<file path="config.mk">
export PLATFORM = sky130hd
export DESIGN_NAME = fifo_pkt_streamer
export DESIGN_NICKNAME = d
export VERILOG_FILES = /design/src/rtl/fifo_pkt_streamer.sv
export SDC_FILE = /design/constraint.sdc
export NUM_CORES = 1
export LEC_CHECK = 0
export ABC_AREA = 0
export CAP_MARGIN = 20
export CELL_PAD_IN_SITES_DETAIL_PLACEMENT = 1
export CELL_PAD_IN_SITES_GLOBAL_PLACEMENT = 2
export CORE_UTILIZATION = 35
export CTS_BUF_LIST = sky130_fd_sc_hd__clkbuf_4 sky130_fd_sc_hd__clkbuf_8 sky130_fd_sc_hd__clkbuf_16
export CTS_CLUSTER_DIAMETER = 100
export DETAILED_ROUTE_END_ITERATION = 8
export PLACE_DENSITY_LB_ADDON = 0.1
export SYNTH_ARGS = -nofsm -noshare
export SYNTH_HDL_FRONTEND = slang
export SYNTH_SLANG_ARGS = --single-unit
</file>
<file path="constraint.sdc">
create_clock -name clk -period 2.36 [get_ports clk]
set_input_delay 0.354 -clock clk [delete_from_list [all_inputs] [get_ports clk]]
set_output_delay 0.354 -clock clk [all_outputs]
set_load 0.02 [all_outputs]
</file>
<file path="src/rtl/fifo_pkt_streamer.sv">
// FWFT FIFO consumer: re-emits words as a registered valid/ready stream
// through a 2-entry skid buffer, framing packets of PKT_LEN beats.
module fifo_pkt_streamer #(
  parameter int DATA_WIDTH = 8,
  parameter int PKT_LEN    = 16,
  parameter int CNT_WIDTH  = 16
) (
  input  logic                  clk,
  input  logic                  rst_n,
  input  logic                  clr,
  input  logic [DATA_WIDTH-1:0] fifo_dout,
  input  logic                  fifo_empty,
  output logic                  fifo_rd_en,
  output logic                  m_valid,
  input  logic                  m_ready,
  output logic [DATA_WIDTH-1:0] m_data,
  output logic                  m_last,
  output logic                  pkt_done,
  output logic [CNT_WIDTH-1:0]  pkt_cnt
);

  localparam int BW = (PKT_LEN > 1) ? $clog2(PKT_LEN) : 1;
  localparam logic [BW-1:0] LAST_BEAT = BW'(PKT_LEN - 1);

  typedef enum logic [1:0] {
    S_EMPTY,
    S_ONE,
    S_TWO
  } state_t;

  state_t state, state_nxt;

  logic                  load;
  logic                  pop;
  logic                  tag_last;
  logic [BW-1:0]         beat_cnt;
  logic [DATA_WIDTH-1:0] skid_data;
  logic                  skid_last;
  logic                  out_ld_fifo;
  logic                  out_ld_skid;
  logic                  skid_ld;

  // rd_en depends only on registered state, never on m_ready
  assign load       = ~fifo_empty & (state != S_TWO) & ~clr;
  assign fifo_rd_en = load;
  assign m_valid    = (state != S_EMPTY);
  assign pop        = m_valid & m_ready;
  assign tag_last   = (beat_cnt == LAST_BEAT);

  always_ff @(posedge clk or negedge rst_n) begin
    if (!rst_n) begin
      state <= S_EMPTY;
    end else begin
      state <= state_nxt;
    end
  end

  always_comb begin
    state_nxt   = state;
    out_ld_fifo = 1'b0;
    out_ld_skid = 1'b0;
    skid_ld     = 1'b0;
    if (clr) begin
      state_nxt = S_EMPTY;
    end else begin
      unique case (state)
        S_EMPTY: begin
          if (load) begin
            state_nxt   = S_ONE;
            out_ld_fifo = 1'b1;
          end
        end
        S_ONE: begin
          if (load && pop) begin
            out_ld_fifo = 1'b1;
          end else if (load) begin
            state_nxt = S_TWO;
            skid_ld   = 1'b1;
          end else if (pop) begin
            state_nxt = S_EMPTY;
          end
        end
        S_TWO: begin
          if (pop) begin
            state_nxt   = S_ONE;
            out_ld_skid = 1'b1;
          end
        end
        default: state_nxt = S_EMPTY;
      endcase
    end
  end

  always_ff @(posedge clk or negedge rst_n) begin
    if (!rst_n) begin
      beat_cnt <= '0;
    end else if (clr) begin
      beat_cnt <= '0;
    end else if (load) begin
      beat_cnt <= tag_last ? '0 : beat_cnt + BW'(1);
    end
  end

  always_ff @(posedge clk or negedge rst_n) begin
    if (!rst_n) begin
      m_data    <= '0;
      m_last    <= 1'b0;
      skid_data <= '0;
      skid_last <= 1'b0;
    end else if (clr) begin
      m_last    <= 1'b0;
      skid_last <= 1'b0;
    end else begin
      if (out_ld_fifo) begin
        m_data <= fifo_dout;
        m_last <= tag_last;
      end else if (out_ld_skid) begin
        m_data <= skid_data;
        m_last <= skid_last;
      end
      if (skid_ld) begin
        skid_data <= fifo_dout;
        skid_last <= tag_last;
      end
    end
  end

  always_ff @(posedge clk or negedge rst_n) begin
    if (!rst_n) begin
      pkt_done <= 1'b0;
      pkt_cnt  <= '0;
    end else if (clr) begin
      pkt_done <= 1'b0;
      pkt_cnt  <= '0;
    end else begin
      pkt_done <= pop & m_last;
      if (pop && m_last) begin
        pkt_cnt <= pkt_cnt + CNT_WIDTH'(1);
      end
    end
  end

endmodule

</file>
==> results of run 1 <==
[cells by family after synthesis]
kind of cell    share of synthesized area
simple gates                        0.220
xor+xnor                           0.0486
flops                               0.517
mux                                0.0555
buf+inv                            0.0277
compound gates                      0.119
fa+ha+maj                          0.0126
[layout by cell type, fill, tap and decap left out, types with 7 or more instances in the layout]
cell              n
o21ai_0           7
a221o_1           8
nor2_1           17
and2_1            9
mux2_2            8
xor2_1            9
buf_4             7
dfrtp_1          41
a21oi_1          12
clkdlybuf4s50_1  39
[metal layers]
layer	wire length [um]	track usage	up-vias
li1	-	-	731
met1	2310	0.244	771
met2	2330	0.295	32
met3	148	0.0429	2
met4	16	0.0453	0
met5	0	0	-
[metrics by stage]
stage	instances	total power, mW	instance area [sq um]
floorplan	177	0.950	1980
global route	294	1.63	2560
finish	294	1.54	2560
detailed placement	287	1.08	2470
CTS	294	1.57	2560
global placement	287	1.07	2470
[final timing paths]
check,end,slack (ns),start,depth (start not counted)
setup / recovery,fifo_rd_en,0.18,state[0]$_DFFE_PN0P_,3
hold / removal,beat_cnt[2]$_DFFE_PN0P_,0.20,rst_n,1
max in group asynchronous,pkt_cnt[14]$_DFFE_PN0P_,1.56,rst_n,1
min in group clk,skid_data[3]$_DFFE_PN0P_,0.50,skid_data[3]$_DFFE_PN0P_,1
setup reg to reg,m_data[2]$_DFFE_PN0P_,0.75,state[0]$_DFFE_PN0P_,3
hold reg to reg,skid_data[3]$_DFFE_PN0P_,0.50,skid_data[3]$_DFFE_PN0P_,1
[worst max-delay path, cell delays in order, from the launching register on]
cell             delay [ns]
dfrtp_1                0.47
nor2b_1                0.43
nor3_1                 0.09
clkdlybuf4s50_1        0.55
[power by group through the flow]
| stage | Sequential [mW] | Clock, mW | Combinational (mW) |
|---|---|---|---|
| after floorplan | 0.845 | 0 | 0.105 |
| after global placement | 0.823 | 0 | 0.247 |
| final | 0.812 | 0.476 | 0.253 |
| after detailed placement | 0.824 | 0 | 0.257 |
| after CTS | 0.812 | 0.498 | 0.258 |
| after global routing | 0.823 | 0.526 | 0.277 |
[flip-flops by register name, summed over array words and instances (netlist names)]
name	cells
state	2
m_last	1
pkt_done	1
pkt_cnt	16
beat_cnt	4
m_data	8
skid_last	1
skid_data	8
[area by class of cell]
cell class | count | area share
Timing Repair Buffer | 47 | 0.175
Inverter | 1 | 0.00147
Clock buffer | 7 | 0.0352
Tap cell | 72 | 0.0352
Sequential cell | 41 | 0.401
Multi-Input combinational cell | 126 | 0.353
==> summary.txt, run 1 <==
Critical path
  – Critical path type: reg2out
  – Crit end category: primary output
  – Worst EP arrival: approximately 1.8 ns
  – Crit path max fanout: 8
  – Worst Path Required: 2.01 ns
  – Critical Path Source Type: flop

Yosys
  – Syn Area/Cell: roughly 11 sq um
  – Post-synth top cells: dfrtp_1, nor2_1, a21oi_1
  – Synth warn: 0
  – Mapped Cells: approximately 180
  – Mapped Area: 1980 sq um
  – Async SR Flop Fraction: 1.00
  – Sequential area share after synthesis: 0.517
  – Post-synth EDFFs: 0
  – Unique cell type count in the Yosys netlist: 40
  – Synth top area share: 0.517
  – Synth area leader: dfrtp_1
  – Count leader, synth: dfrtp_1
  – Flops & latches, synth: 41
  – Post-Syn Nets: around 190
  – Synth area leaders: dfrtp_1, mux2_2, a221o_1
  – Ys flop type: dfrtp_1

Global route
  – Global-route wire length before repair: roughly 8500 um
  – Largest net degree at the start of global routing: 42
  – Antenna violations before repair: 0
  – GRT Resource Usage Total: 0.182
  – Total grt overflow: 0
  – Vias in the first global route: around 1,700

Floorplan
  – Width of the die: approximately 77 um
  – I/O pin total: slightly above 40
  – DIE AREA: 5970 sq um
  – Die Height: 77.3 um
  – Initial core utilization: 0.363
  – FP Rows: 27
  – CORE AREA: ~5500 sq um

Final layout
  – Register area: 1030 sq um
  – Fillers: approximately 610
  – Share of layout cells above drive strength 1: 0.144
  – Multi-input gate area: 903 sq um
  – Layout Utilization: 0.468
  – # nets final: approximately 240
  – Area growth syn-to-layout: 29.1%
  – Inserted Diodes: 0

Clock network
  – Clk sink count: 41
  – CTS buffer count: 5
  – Clk Latency, worst-skew pair: roughly 0.29 ns
  – Hold Buf Count CTS: 0
  – Clk slew on worst S/H paths: roughly 0.080 ns
  – CTS max path bufs: 2
  – H-tree Lvls: 2
  – Post-CTS sizing: 0
  – Root buffer cell: clkbuf_8
  – Setup Buffers After CTS: 0
  – CTS tree: built

Drt
  – Drc violations: 0
  – DR pass1 iterations: 4
  – Routed WL per cell: approximately 16 um
  – Vias: 1,536
  – Total Wirelength: about 4800 um
  – Antenna viol nets, final: 0
  – Iter 0 DRT Violations: a little over 50
  – Via density: about 5.2

Pwr
  – Switch share: 0.255
  – Cell area power density: ~600 nW/um^2
  – Seq pwr share: 0.527
  – Peak supply drop: roughly 0.00027 V
  – Net switching power: 0.393 mW
  – Logic pwr share: 0.164
  – Clock Power Share: 0.309
  – Cell leakage power: 1.09 nW
  – P_int: 1.15 mW

Timing
  – Fin worst setup slack: 0.182 ns
  – Period minus WS final: 2.18 ns
  – Final Hold Viols: 0
  – TNS Setup: 0 ns
  – RSZ-0062 raised after global routing: no
  – Worst-Margin Slew: roughly 0.95 ns
  – Rel. slew slack: 0.368
  – Final worst-path cycle share: 0.923
  – Setup-failing EPs final: 0
  – Setup Skew: about 0.0082 ns
  – Max frequency: approximately 0.46 GHz
  – Pins Over Slew Limit: 0
  – Final hold slack: between 0.2 and 0.25 ns

Place
  – Global placement routability congestion: 0.711
  – Hpwl dp: between 3000 and 4000 um
  – Pre-CTS WS: between 0.2 and 0.3 ns
  – PortBufs: 40

Status
  – Outcome: finished, final reports clean

Flow run
  – MaxCap Viol Count: 0

Worst hold path
  – Worst Hold Class: in2async
Power figures use the tool's default switching activity.
==> run 2, diff against run 1 <==
- CORE_MARGIN: default -> 2
==> run 2 against run 1 <==
Maximum frequency is 5.0% higher. Clock skew decreased by 0.00068 ns. Sequential cell count stayed put. Cell count is 2.0% higher. Die area increased by 5.2%. Combinational power rose by 3%. Count of clock-buffer cells in the layout decreased by 1. Non-clock buffer count increased by 5. Critical path depth unchanged. Design area rose by 1.4%. Via count rose by 2.3%. Largest cell class unchanged.
==> summary.txt, run 2 (synthesized netlist as in run 1, its figures left out) <==
Status
  – Outcome: finished, final reports clean

Drt
  – Via density: 5.24 (+0.23%)
  – Iter 0 DRT Violations: 50 (-2.0%)
  – Vias: 1,571 (+2.3%)
  – Total Wirelength: 4920 um (+2.5%)
  – DR pass1 iterations: 4 (unchanged)
  – Drc violations: 0 (unchanged)
  – Routed WL per cell: 16.4 um (+0.47%)
  – Antenna viol nets, final: 0 (unchanged)

Pwr
  – Peak supply drop: 0.000287 V (+6.9%)
  – Cell leakage power: 1.12 nW (+2.3%)
  – Cell area power density: 589 nW/um^2 (-2.1%)
  – Switch share: 0.264 (+0.00919)
  – Logic pwr share: 0.170 (+0.006)
  – Clock Power Share: 0.299 (-0.010)
  – Seq pwr share: 0.531 (+0.004)
  – Net switching power: 0.404 mW (+2.9%)
  – P_int: 1.13 mW (-1.9%)

Timing
  – Period minus WS final: 2.08 ns (-0.103 ns)
  – Final Hold Viols: 0 (unchanged)
  – Final worst-path cycle share: 0.879 (-0.0436)
  – Rel. slew slack: 0.692 (+0.324)
  – Setup-failing EPs final: 0 (unchanged)
  – Worst-Margin Slew: 0.460 ns (-0.488 ns)
  – Setup Skew: 0.00754 ns (-0.000685 ns)
  – Max frequency: 0.482 GHz (+5.0%)
  – Pins Over Slew Limit: 0 (unchanged)
  – RSZ-0062 raised after global routing: no
  – TNS Setup: 0 ns (unchanged)

Final layout
  – Largest Register: pkt_cnt
  – Max FFs per register: 16 (unchanged)
  – Register area: 1030 sq um (unchanged)
  – Commonest non-fill, non-tap cell in the layout: dfrtp_1
  – Most frequent cells in the layout: dfrtp_1, clkdlybuf4s50_1, nor2_1
  – Area growth syn-to-layout: 30.9%
  – Fillers: 615 (+0.99%)
  – Share of layout cells above drive strength 1: 0.162 (+0.0181)
  – Biggest regs: pkt_cnt x16, m_data x8, skid_data x8
  – Multi-input gate area: 903 sq um (unchanged)
  – # nets final: 242 (+2.1%)
  – Inserted Diodes: 0 (unchanged)
  – Non-Filler Instances: 300 (+2.0%)

Clock network
  – Clk slew on worst S/H paths: 0.08 ns (about the same)
  – CTS tree: built
  – Root buffer cell: clkbuf_8
  – CTS max path bufs: 2 (unchanged)
  – Clk sink count: 41 (unchanged)
  – CTS buffer count: 5 (unchanged)
  – Clk Latency, worst-skew pair: 0.29 ns (about the same)
  – H-tree Lvls: 2 (unchanged)

Critical path
  – Critical Path Source Type: flop
  – Worst Path Required: 2.01 ns (about the same)
  – Worst Reg-to-Reg Cells: 3 (unchanged)
  – Reg-to-Reg Start: state[0]$_DFFE_PN0P_
  – Worst Setup SP: state[1]$_DFFE_PN0P_
  – Worst EP arrival: 1.72 ns (-0.10 ns)
  – R2r endpoint: m_data[6]$_DFFE_PN0P_
  – R2r setup slk: 0.72 ns (-0.03 ns)
  – Crit end category: primary output
  – Critical Path End: m_valid
  – Crit path max fanout: 8 (unchanged)
  – Critical path type: reg2out

Floorplan
  – Initial core utilization: 0.360 (-0.00222)
  – I/O pin total: 41 (unchanged)
  – DIE AREA: 6290 sq um (+5.2%)
  – CORE AREA: 5510 sq um (+0.62%)
  – Width of the die: 79.3 um (+2.6%)
  – Die Height: 79.3 um (+2.6%)
  – FP Rows: 27 (unchanged)

Worst hold path
  – Worst Hold Class: in2async

Place
  – Hpwl dp: 3690 um (+7.3%)
  – Placed Cells: 291 (+1.4%)
  – Global placement routability congestion: 0.783 (+10%)
  – PortBufs: 40 (unchanged)

Global route
  – GRT busiest layer: met2
  – Largest net degree at the start of global routing: 21 (-50%)
  – GR Layer Usage met2: 0.284 (-0.0108)
  – Antenna violations before repair: 0 (unchanged)
  – Global-route wire length before repair: 8750 um (+3.4%)
  – Total grt overflow: 0 (unchanged)
  – GRT Resource Usage Total: 0.178 (-0.00415)
  – GRT met3 Usage: 0.0409 (-0.00195)
  – GR met1 Demand/Resource: 0.247 (+0.00220)
  – Vias in the first global route: 1,716 (+0.94%)

Flow run
  – MaxCap Viol Count: 0 (unchanged)
==> run 2: worst min-delay path by stage <==
stage	end	start	cells past startpoint
after CTS	beat_cnt[2]$_DFFE_PN0P_	rst_n	2
final	beat_cnt[2]$_DFFE_PN0P_	rst_n	2
after floorplan	beat_cnt[0]$_DFFE_PN0P_	rst_n	0
after global routing	beat_cnt[2]$_DFFE_PN0P_	rst_n	2
after global placement	beat_cnt[2]$_DFFE_PN0P_	rst_n	1
after detailed placement	beat_cnt[2]$_DFFE_PN0P_	rst_n	1
==> run 2: final cells by class <==
cell class | instances | area share
multi-input cells | 126 | 0.348
clock inverters | 2 | 0.00385
well taps | 72 | 0.0347
clock buffers | 6 | 0.0294
inverters | 1 | 0.00145
repair buffers | 52 | 0.188
flip-flops and latches | 41 | 0.395
==> run 2: metrics by stage <==
stage | cell area, sq um | hold slack, ns | power (mW) | worst slack, ns | utilization
2_1_floorplan | 1980 | 0.0584 | 0.950 | 0.803 | -
3_3_place_gp | 2500 | 0.165 | 1.07 | 0.290 | 0.454
3_5_place_dp | 2500 | 0.172 | 1.09 | 0.228 | 0.454
4_1_cts | 2600 | 0.378 | 1.56 | 0.269 | 0.472
5_1_grt | 2600 | 0.392 | 1.61 | 0.192 | 0.472
6_report | 2600 | 0.387 | 1.53 | 0.285 | 0.472
==> run 2: repair_timing <==
action                    CTS  global route
hold endpoints to repair    3             0
resized for setup           0             0
setup buffers               0             0
hold buffers                1             0
==> run 2: power groups by stage <==
stage                     registers (mW)  logic (mW)  clock network [mW]
after CTS                          0.812       0.266               0.480
after global routing               0.821       0.284               0.505
after global placement             0.821       0.252                   0
after floorplan                    0.845       0.105                   0
after detailed placement           0.824       0.266                   0
final                              0.812       0.261               0.458
==> run 2: metal layers <==
| layer | routed length [um] | vias up |
|---|---|---|
| li1 | - | 740 |
| met1 | 2360 | 799 |
| met5 | 0 | - |
| met2 | 2360 | 26 |
| met3 | 154 | 6 |
| met4 | 48 | 0 |
==> run 2: critical path, stage by stage (launching register included) <==
cell and delay (ns):
dfrtp_1 0.38, buf_4 0.17, or2_2 0.33, clkdlybuf4s50_1 0.55
==> run 3, diff against run 2 <==
- TNS_END_PERCENT: default -> 100
==> results of run 3 <==
Final layout, timing and power as in run 2 (identical DEF).
